### src/rtl/sipo_router.sv
`timescale 1ns/1ps
// sipo_router
// Collects a serial bit stream into a frame and, on send, commits the frame
// to one of three parallel destinations (AES data, key, memory word), or
// serialises a memory word back out LSB first.
//
// Ports
//   clk, rst            clock; asynchronous active-low reset
//   en, data_i          serial bit strobe and bit
//   send                one-cycle commit / readback start
//   instruction         00 AES data, 01 key, 10 memory write, 11 readback
//   mem_data_i          memory word captured at readback start
//   aes_data_o/_valid   committed AES frame and its commit pulse
//   key_data_o/_valid   committed key and its commit pulse
//   mem_data_o/_valid   committed memory word and its commit pulse
//   data_o, data_o_valid readback serial bit and its qualifier
//   bit_count_o         bits collected in the current frame
//   err_o, busy_o       rejected-commit pulse; readback in progress
//
// state    | meaning
// COLLECT  | shifting serial bits into the frame, waiting for send
// READBACK | shifting the captured memory word out on data_o
module sipo_router #(
    parameter int FRAME_W = 128,
    parameter int MEM_W   = 32,
    parameter int CNT_W   = 8
) (
    input  logic               clk,
    input  logic               rst,
    input  logic               en,
    input  logic               send,
    input  logic [1:0]         instruction,
    input  logic               data_i,
    input  logic [MEM_W-1:0]   mem_data_i,
    output logic [FRAME_W-1:0] aes_data_o,
    output logic               aes_valid_o,
    output logic [FRAME_W-1:0] key_data_o,
    output logic               key_valid_o,
    output logic [MEM_W-1:0]   mem_data_o,
    output logic               mem_valid_o,
    output logic               data_o,
    output logic               data_o_valid,
    output logic [CNT_W-1:0]   bit_count_o,
    output logic               err_o,
    output logic               busy_o
);

    typedef enum logic {COLLECT, READBACK} state_t;

    localparam logic [CNT_W-1:0] LEN_FRAME = CNT_W'(FRAME_W);
    localparam logic [CNT_W-1:0] LEN_MEM   = CNT_W'(MEM_W);
    localparam logic [CNT_W-1:0] RB_LAST   = CNT_W'(MEM_W - 1);

    state_t             state;
    // Bits enter at the top and move down, so after L bits the first bit
    // sits at FRAME_W-L; a memory frame therefore lives in the top MEM_W bits.
    logic [FRAME_W-1:0] frame_sr;
    logic               overflow;
    logic [1:0]         last_instr;
    logic [MEM_W-1:0]   rb_sr;
    logic [CNT_W-1:0]   rb_left;
    logic [CNT_W-1:0]   frame_len;
    logic               frame_full;

    always_comb begin
        frame_len = LEN_FRAME;
        if (instruction == 2'b10) begin
            frame_len = LEN_MEM;
        end
    end

    assign frame_full = (bit_count_o == frame_len);

    always_ff @(posedge clk or negedge rst) begin
        if (!rst) begin
            state        <= COLLECT;
            frame_sr     <= '0;
            overflow     <= 1'b0;
            last_instr   <= 2'b00;
            rb_sr        <= '0;
            rb_left      <= '0;
            bit_count_o  <= '0;
            aes_data_o   <= '0;
            aes_valid_o  <= 1'b0;
            key_data_o   <= '0;
            key_valid_o  <= 1'b0;
            mem_data_o   <= '0;
            mem_valid_o  <= 1'b0;
            data_o       <= 1'b0;
            data_o_valid <= 1'b0;
            err_o        <= 1'b0;
            busy_o       <= 1'b0;
        end else begin
            aes_valid_o <= 1'b0;
            key_valid_o <= 1'b0;
            mem_valid_o <= 1'b0;
            err_o       <= 1'b0;
            last_instr  <= instruction;

            case (state)
                COLLECT: begin
                    if (instruction != last_instr && bit_count_o != '0) begin
                        // route switched mid-frame: drop the partial frame silently
                        bit_count_o <= '0;
                        overflow    <= 1'b0;
                    end else if (send) begin
                        bit_count_o <= '0;
                        overflow    <= 1'b0;
                        if (instruction == 2'b11) begin
                            state        <= READBACK;
                            busy_o       <= 1'b1;
                            data_o       <= mem_data_i[0];
                            data_o_valid <= 1'b1;
                            rb_sr        <= mem_data_i >> 1;
                            rb_left      <= RB_LAST;
                        end else if (frame_full && !overflow) begin
                            case (instruction)
                                2'b00: begin
                                    aes_data_o  <= frame_sr;
                                    aes_valid_o <= 1'b1;
                                end
                                2'b01: begin
                                    key_data_o  <= frame_sr;
                                    key_valid_o <= 1'b1;
                                end
                                default: begin
                                    mem_data_o  <= frame_sr[FRAME_W-1 -: MEM_W];
                                    mem_valid_o <= 1'b1;
                                end
                            endcase
                        end else begin
                            err_o <= 1'b1;
                        end
                    end else if (en && instruction != 2'b11) begin
                        if (bit_count_o < frame_len) begin
                            frame_sr    <= {data_i, frame_sr[FRAME_W-1:1]};
                            bit_count_o <= bit_count_o + 1'b1;
                        end else begin
                            overflow <= 1'b1;
                        end
                    end
                end

                READBACK: begin
                    if (rb_left == '0) begin
                        state        <= COLLECT;
                        busy_o       <= 1'b0;
                        data_o       <= 1'b0;
                        data_o_valid <= 1'b0;
                    end else begin
                        data_o  <= rb_sr[0];
                        rb_sr   <= rb_sr >> 1;
                        rb_left <= rb_left - 1'b1;
                    end
                end

                default: state <= COLLECT;
            endcase
        end
    end

endmodule

### config.mk
export PLATFORM = sky130hd
export DESIGN_NAME = sipo_router
export DESIGN_NICKNAME = d
export VERILOG_FILES = /design/src/rtl/sipo_router.sv
export SDC_FILE = /design/constraint.sdc
export NUM_CORES = 1
export LEC_CHECK = 0
export CORE_AREA = 2 2 233 235
export CTS_CLUSTER_SIZE = 28
export DETAILED_ROUTE_END_ITERATION = 10
export DIE_AREA = 0 0 235 237
export GPL_ROUTABILITY_DRIVEN = 0
export MAX_ROUTING_LAYER = met4
export PLACE_DENSITY_LB_ADDON = 0.3
export SYNTH_ARGS = -nofsm -noshare
export SYNTH_HDL_FRONTEND = slang
export SYNTH_SLANG_ARGS = --single-unit
### constraint.sdc
create_clock -name clk -period 7.6 [get_ports clk]
set_input_delay 1.52 -clock clk [delete_from_list [all_inputs] [get_ports clk]]
set_output_delay 1.52 -clock clk [all_outputs]
set_load 0.01 [all_outputs]
==> summary.txt <==
Synthesis
  – Gate Count Post-Synth: 1208
  – Synthesized net count: 1253
  – Synth Register Bits: 473
  – Synth async-reset ratio: 100%
  – Ys flop type: dfrtp_1
  – Number of flops mapped to enable cells by yosys: 0
  – Synth area leaders: dfrtp_1 (64%), mux2_2 (25%), a21oi_1 (1.4%)
  – Area leader, netlist: dfrtp_1
  – Synth warn: 0
  – Post-Synthesis Cell Area: 0.0184 mm2
  – Part of the Yosys area used for sequential elements: 64.5%
  – Synthesized area per cell: 15.2 um2
  – Share of the synthesized area in the top cell type: 64.5%
  – Synth unique cells: 46

Clock tree
  – Reg clk slew, reported paths: 0.06 ns
  – Root Driver: clkbuf_16
  – Hold_buf cts: 0
  – Num CTS Buffers: 52
  – CTS tree: done
  – Worst-Skew Late Latency: 0.59 ns
  – Post-CTS sizing: 0
  – # H-tree levels: 2
  – Postcts setup bufs: 0
  – Maximum root-to-sink buffer count: 3
  – Clock sink count: 473

Cells and area
  – Area Overhead vs Synth: 32.2%
  – Nets: 1595
  – Fin util: 45.6%
  – Share of cells above drive strength 1: 32.5%

Timing
  – RSZ-0062 raised after global routing: no
  – Worst hold slack: 0.501 ns
  – Tightest Pin Transition: 1.18 ns
  – Period minus WS final: 4.17 ns
  – TNS Setup: 0 ns
  – Final Hold Fails: 0
  – Endpoints failing setup: 0
  – Period utilisation layout: 54.9%
  – Final slew viol count: 0
  – Fmax: 240 MHz
  – Normalized max-slew margin: 21.3%
  – Clock skew: 0.0194 ns

Setup path
  – CP Cell Sequence: clkdlybuf4s50_1, nor2b_1, ha_1, nand2b_1, a2111o_1, a211oi_4, buf_12, mux2_2
  – Crit-path leading delay family: buffers and inverters
  – Crit-path slowest cell: clkdlybuf4s50_1
  – Crit-path max FO: 132
  – Critical Path Max Stage Delay: 0.59 ns
  – Worst EP arrival: 4.63 ns
  – Startpoint Class: input pin
  – Critical path class: in2reg
  – WP buf/inv: 2
  – Critical Path RT: 8.06 ns
  – CP endpoint kind: register

Global route
  – Vias in the first global route: 11900
  – GRT Residual Overflow: 0
  – GRT Resource Usage Total: 16.2%
  – Initial antenna violation count: 0
  – First-pass GRT wire length: 70.2 mm
  – Pin count of the biggest net entering global routing: 153

Power
  – Leakage: 0.0117 uW
  – Total power: 5220 uW
  – Worst VDD drop: 149 uV
  – PwrDens: 215 mW/mm2

Detailed routing
  – Detailed-route wire length per cell: 19.1 um
  – DRC viols: 0
  – DR vias: 11200
  – Initial DRC count: 464
  – Post-route ant nets: 0
  – WL final: 43.8 mm
  – First-pass iteration count of the detailed router: 4
  – Avg Vias per Cell: 4.88

Floorplan
  – Die Footprint: 0.0557 mm2
  – I/O pin total: 342
  – Starting density of the core: 34.5%
  – Die X: 235 um
  – Die Y: 237 um
  – Core Region: 0.0533 mm2
  – Row cnt: 85

Placement
  – DP Wirelength: 27.2 mm
  – # port buffers: 341

Flow run
  – Max-Cap Viols: 0

Status
  – Status: finished, final reports clean

Worst hold path
  – Hold Path Class: reg2reg
[kinds of logic after synthesis]
kind of cell / Yosys count / share of synthesized area [%]
flops: 473 / 64.5
mux: 427 / 26.1
simple gates: 109 / 2.77
compound gates: 108 / 3.86
buf+inv: 79 / 2.10
xor+xnor: 6 / 0.286
fa+ha+maj: 6 / 0.409
[stage by stage]
stage	worst slack [ns]	cells	area [um2]
2_1_floorplan	4.04	1208	18400
3_5_place_dp	2.88	2192	22500
6_report	3.43	2290	24300
5_1_grt	3.30	2289	24300
3_3_place_gp	2.93	2192	22500
4_1_cts	3.50	2289	24300
[sequential cells by signal (all words and copies together), names as in the netlist, 2 cells and up]
register and flops:
key_data_o 128, last_instr 2, rb_sr 31, mem_data_o 32, aes_data_o 128, bit_count_o 8, rb_left 8, frame_sr 128
[cell usage in the layout (no fill, tap or decap), types with 7 or more instances in the layout]
cell,n
clkinv_2,13
nor3_1,12
nand2_1,46
a21oi_1,51
inv_1,13
nor2_1,22
mux2_2,405
mux2i_1,10
dfrtp_1,473
mux2_1,12
buf_4,9
clkbuf_16,54
o32ai_1,18
clkdlybuf4s50_1,340
clkbuf_8,11
a221oi_1,7
[per-layer routing]
| metal | share of wire, % | up-vias | track usage (%) |
|---|---|---|---|
| li1 | - | 5031 | - |
| met1 | 43 | 5812 | 20.7 |
| met2 | 48 | 259 | 25.0 |
| met3 | 7.4 | 66 | 5.16 |
| met4 | 1.9 | 0 | 4.05 |
| met5 | 0 | - | - |
[final timing paths]
path	startpoint	to	slack (ns)	cells after the start
max	instruction[1]	frame_sr[97]	3.43	8
min	aes_data_o[8]	aes_data_o[8]	0.50	1
max reg2reg	bit_count_o[0]	frame_sr[97]	4.36	7
min reg2reg	aes_data_o[8]	aes_data_o[8]	0.50	1
max in group asynchronous	rst	rb_left[5]	5.18	2
min in group asynchronous	rst	aes_data_o[119]	0.91	1
[cell usage after synthesis, types with 4 or more instances]
cell and n:
nand2_1 46, a211oi_1 6, mux2_1 12, mux2_2 405
nand4_1 4, nor3_1 12, a21oi_1 51, clkbuf_1 41
inv_1 13, ha_1 6, mux2i_1 10, buf_6 9
xnor2_1 6, a31oi_1 6, buf_2 14, nor2_1 22
a221oi_1 7, o21ai_0 5, dfrtp_1 473, o32ai_1 18
[cell type report]
type                    count  area, um2
diodes                      1       2.50
clock buffers              70       1520
well taps                 696        871
fillers                  4731      29000
flip-flops and latches    473      11800
clock inverters            27        277
repair buffers            354       3570
inverters                  13       48.8
multi-input cells         656       6160
[power by group]
group | internal [uW] | switching, uW
clock | 1550 | 1050
sequential | 2520 | 2.27
combinational | 27.8 | 66.5
total | 4100 | 1120
[worst reg2reg max path, cell delays in order, from the launching register on]
cell and delay, ns:
dfrtp_1 0.44, inv_1 0.10, ha_1 0.13, or4b_1 0.50
or3_1 0.49, a211oi_4 0.32, buf_12 0.58, mux2_2 0.56
Power figures use the tool's default switching activity.
